File: config.mk
export PLATFORM = sky130hd
export DESIGN_NAME = ifetch
export DESIGN_NICKNAME = d
export VERILOG_FILES = /design/src/rtl/ifetch.sv
export SDC_FILE = /design/constraint.sdc
export NUM_CORES = 1
export LEC_CHECK = 0
export BUFFER_PORTS_ARGS = -buffer_cell sky130_fd_sc_hd__clkbuf_2
export CORE_ASPECT_RATIO = 1.4
export CORE_MARGIN = 8
export CORE_UTILIZATION = 49
export CTS_BUF_LIST = sky130_fd_sc_hd__clkbuf_8 sky130_fd_sc_hd__clkbuf_16
export CTS_CLUSTER_DIAMETER = 80
export DETAILED_ROUTE_END_ITERATION = 10
export GPL_ROUTABILITY_DRIVEN = 0
export HOLD_SLACK_MARGIN = 0.1
export MAX_ROUTING_LAYER = met4
export PLACE_DENSITY = 0.76
export SYNTH_ARGS = -nofsm -noshare
export SYNTH_HDL_FRONTEND = slang
export SYNTH_SLANG_ARGS = --single-unit
File: constraint.sdc
create_clock -name clk -period 4.84 [get_ports clk]
set_clock_uncertainty 0.05 [all_clocks]
set_input_delay 0.968 -clock clk [delete_from_list [all_inputs] [get_ports clk]]
set_output_delay 0.968 -clock clk [all_outputs]
set_load 0.05 [all_outputs]
File: src/rtl/ifetch.sv
// Instruction fetch stage: owns the PC, issues word addresses to the
// instruction cache, and buffers returned words in a small FIFO that feeds
// decode/execute through a valid/ready handshake. Redirects from execute
// squash every buffered and in-flight fetch.
// Optional feature macro: IFETCH_MISALIGN_EN. When it is defined, a redirect
// to a non-word-aligned target halts fetch and raises fetch_err until reset.
module ifetch #(
  parameter logic [31:0] RESET_PC   = 32'h0000_0000,
  parameter int          FIFO_DEPTH = 2
) (
  input  logic        clk,
  input  logic        rst,
  output logic [31:0] i_addr,
  input  logic [31:0] ins,
  input  logic        jmp_en,
  input  logic [31:0] jmp_addr,
  output logic        inst_valid,
  output logic [31:0] inst,
  output logic [31:0] inst_pc,
  input  logic        inst_ready,
  output logic        fetch_err
);
  localparam int PW = $clog2(FIFO_DEPTH);
  localparam int CW = PW + 1;

  typedef enum logic {RUN, HALT} state_t;

  typedef struct packed {
    logic [31:0] word;
    logic [31:0] pc;
  } entry_t;

  state_t        state;
  logic [31:0]   pc;
  logic [31:0]   pend_pc;
  logic          pend;
  entry_t        fifo [FIFO_DEPTH];
  logic [PW-1:0] rd_ptr;
  logic [PW-1:0] wr_ptr;
  logic [CW-1:0] count;

  logic          run;
  logic          pop;
  logic          push;
  logic          issue;
  logic          misalign;
  logic [CW:0]   occ;

  assign run = (state == RUN);

  // A pop is lost to a redirect: the consumer drops its own copy on jmp_en.
  assign pop  = inst_valid & inst_ready & ~jmp_en;
  assign push = pend & ~jmp_en & run;

  // Credit: buffered + in-flight entries after this cycle's pop must leave room,
  // so a returning word always finds a free slot.
  assign occ   = {1'b0, count} + (CW+1)'(pend) - (CW+1)'(pop);
  assign issue = run & ~jmp_en & (occ < (CW+1)'(FIFO_DEPTH));

`ifdef IFETCH_MISALIGN_EN
  assign misalign  = |jmp_addr[1:0];
  assign fetch_err = (state == HALT);
`else
  assign misalign  = 1'b0;
  assign fetch_err = 1'b0;
`endif

  assign i_addr     = pc;
  assign inst_valid = (count != '0);
  // Head fields are forced to zero while empty so reset shows clean outputs.
  assign inst       = inst_valid ? fifo[rd_ptr].word : 32'h0;
  assign inst_pc    = inst_valid ? fifo[rd_ptr].pc   : 32'h0;

  // Instruction buffer storage: capture the returning word with its address.
  always_ff @(posedge clk) begin
    if (!rst && push) fifo[wr_ptr] <= '{word: ins, pc: pend_pc};
  end

  // Fetch control FSM: PC, in-flight tracking, FIFO pointers and occupancy.
  always_ff @(posedge clk) begin
    if (rst) begin
      state   <= RUN;
      pc      <= RESET_PC;
      pend    <= 1'b0;
      pend_pc <= 32'h0;
      count   <= '0;
      rd_ptr  <= '0;
      wr_ptr  <= '0;
    end else begin
      case (state)
        RUN: begin
          if (jmp_en) begin
            // Squash everything buffered and the word still coming back.
            pend   <= 1'b0;
            count  <= '0;
            rd_ptr <= '0;
            wr_ptr <= '0;
            if (misalign) state <= HALT;
            else          pc    <= jmp_addr & 32'hFFFF_FFFC;
          end else begin
            pend <= issue;
            if (issue) begin
              pc      <= pc + 32'd4;
              pend_pc <= pc;
            end
            if (push) wr_ptr <= wr_ptr + PW'(1);
            if (pop)  rd_ptr <= rd_ptr + PW'(1);
            count <= count + CW'(push) - CW'(pop);
          end
        end
        HALT: begin
          // Dead until reset: nothing issued, buffer kept empty.
          pend   <= 1'b0;
          count  <= '0;
          rd_ptr <= '0;
          wr_ptr <= '0;
        end
        default: state <= RUN;
      endcase
    end
  end
endmodule

==> run metrics <==
outcome=complete, no violations; total die area=~20,000 um^2; Area Growth Syn to Fin=20.1%; Die W=between 100 and 150 um; synthesized area per cell=about 12 um^2; PD cells=~380 nW/um^2; Hold Fails Final Rpt=0; antenna-violating nets left=0; crit-path max FO=9; number of synthesized register bits=between 150 and 200; top_reg_cell synth=edfxtp_1; CTS tree=built; Skew-Pair Late Insertion Delay=about 410 ps; fin util=between 50% and 60%; Core Box Area=~16,000 um^2; Initial Util=between 40 and 50%; GRT Util Overall=17.6%; most frequent cells after synthesis=edfxtp_1 (124), nor2_1 (94), nand2_1 (76); CTS Hold Buffers Added=0; critical setup path kind=input port to register; vias in the first global route=about 5,500; Async SR Flop Fraction=0%; clk sink count=190; H-tree depth=4; Via density=between 5 and 6; total power=about 3.5 mW; leading post-synthesis cells by cell area=edfxtp_1 (48%), dfxtp_1 (17%), mux2i_1 (8.0%); max-cap violations=0; DRC Markers=0; Worst slew margin=roughly 27%; maximum vdd ir drop=around 270 uV; Detailed Route WL=around 17 mm; placed cells=984; worst hold-check path type=register to register; RSZ-0062 raised after global routing=no; share of cells above drive strength 1=25.4%; initial antenna violation count=0; port bufs=around 160; total number of vias=about 5,400; post-synthesis cell area=slightly below 8000 um^2; I/O pin total=around 170; sequential share of the synthesized area=around two thirds; fill count=around 1,300; Hold WS=between 400 and 500 ps; postcts setup bufs=0; TritonCTS Buffers=17; Setup Viol. Count Final=0; DR WL/cell=about 17 um; buffer depth of the longest clock path=2; synthesized instance count=roughly 660; fin crit period=about 3700 ps; CP endpoint kind=register; CP required=5120 ps; final period utilization=around three quarters; Die Ht=165 um; First-pass DRT Iterations=4; Setup TNS=0 ps; CTS Root Cell=clkbuf_16; Unique masters post-synth=44; Yosys top cell by area=edfxtp_1; Startpoint Class=input port; 1st-iter DRT viols=roughly 340; GRT overflow=0; Final nets=878; Slew @ Worst Pin=~1100 ps; Post-synth EDFFs=between 100 and 150; fin cells=1,017; top-count cell post-synth=edfxtp_1; FMAX=approximately 270 MHz; clk slew on worst S/H paths=~70 ps; top cell type's share of synthesized area=47.8%; first-pass GRT wire length=27.3 mm; Arrival @ worst endpoint=between 3000 and 4000 ps; largest net degree at the start of global routing=65; dpl hpwl=between 10 and 15 mm; Leak=between 3 and 4 nW; Std-Cell Rows=54; Resized Gates After CTS=0; Max Slew Vio Count=0; Syn. warnings=0
path summary, 6_finish.rpt:
path | start | endpoint | slack [ps] | cells after the start
hold reg to reg | pend_pc[20] | fifo[1][20] | 400 | 0
hold / removal | pend_pc[20] | fifo[1][20] | 400 | 0
setup / recovery | inst_ready | i_addr[18] | 1130 | 9
setup reg to reg | count[1] | i_addr[18] | 1150 | 8
critical path: stages:
cell and delay (ps):
clkbuf_2 100, o21ai_0 180, nor3_1 340, o21ai_0 190, fa_1 640, nand4_1 340, nand2b_1 420, or4_1 560
a311oi_1 260
power breakdown:
part / internal, mW / switching, mW
registers: 1.77 / 0.0455
logic: 0.0827 / 0.214
clock network: 0.792 / 0.623
state kept, by name, indices dropped and copies added (netlist names), named ones only:
name / flops
i_addr: 30
rd_ptr: 1
fifo: 124
count: 2
pend_pc: 30
wr_ptr: 1
pend: 1
layout make-up:
cell class / count / area [um^2] / share of cell area, %
timing repair buffer: 169 / 873 / 9.33
antenna: 1 / 2.50 / 0.0267
sequential: 190 / 5050 / 53.9
clock buffer: 19 / 475 / 5.08
clock inverter: 13 / 143 / 1.52
tap: 196 / 245 / 2.62
multi-input combinational: 417 / 2530 / 27.0
inverter: 12 / 45.0 / 0.481
logic make-up (layout without fill, tap and decap cells):
group / after synthesis / after routing / synth area share, %
simple gates: 245 / 245 / 14.2
flops: 190 / 190 / 64.7
compound gates: 86 / 86 / 7.41
mux: 62 / 62 / 7.96
buf+inv: 60 / 213 / 3.26
xor+xnor: 16 / 16 / 1.80
fa+ha+maj: 3 / 3 / 0.578
other cells: 1 / 6 / 0.0481
cells in the final DEF (no fill, tap or decap), types with 4 or more instances in the layout:
| master | n |
|---|---|
| and4_1 | 4 |
| a21oi_1 | 33 |
| or3_1 | 5 |
| dfxtp_1 | 65 |
| inv_1 | 12 |
| conb_1 | 5 |
| mux2i_1 | 62 |
| nor2_1 | 92 |
| nor3_1 | 15 |
| a211oi_1 | 18 |
| nor4_1 | 12 |
| nand4_1 | 7 |
| o31ai_1 | 10 |
| xor2_1 | 7 |
| o21ai_0 | 5 |
| a311oi_1 | 11 |
| buf_4 | 11 |
| clkbuf_16 | 19 |
| clkbuf_2 | 158 |
| edfxtp_1 | 124 |
| nand2_1 | 76 |
| xnor2_1 | 9 |
| nand3_1 | 12 |
| or4_1 | 10 |
metal layers:
| layer | part of all wire [%] | vias up | track usage, % |
|---|---|---|---|
| met2 | 52 | 133 | 29.6 |
| met5 | 0 | - | - |
| met4 | 1.8 | 0 | 7.56 |
| met1 | 42 | 2553 | 20.4 |
| li1 | - | 2702 | - |
| met3 | 3.7 | 17 | 2.76 |
through the flow:
step / area, um^2 / setup WS [ps]
6_report: 9360 / 1130
2_1_floorplan: 7810 / 134
3_3_place_gp: 8740 / 770
3_5_place_dp: 8740 / 699
4_1_cts: 9360 / 1140
5_1_grt: 9360 / 805
Note: power is estimated with default switching activity, not from simulation.
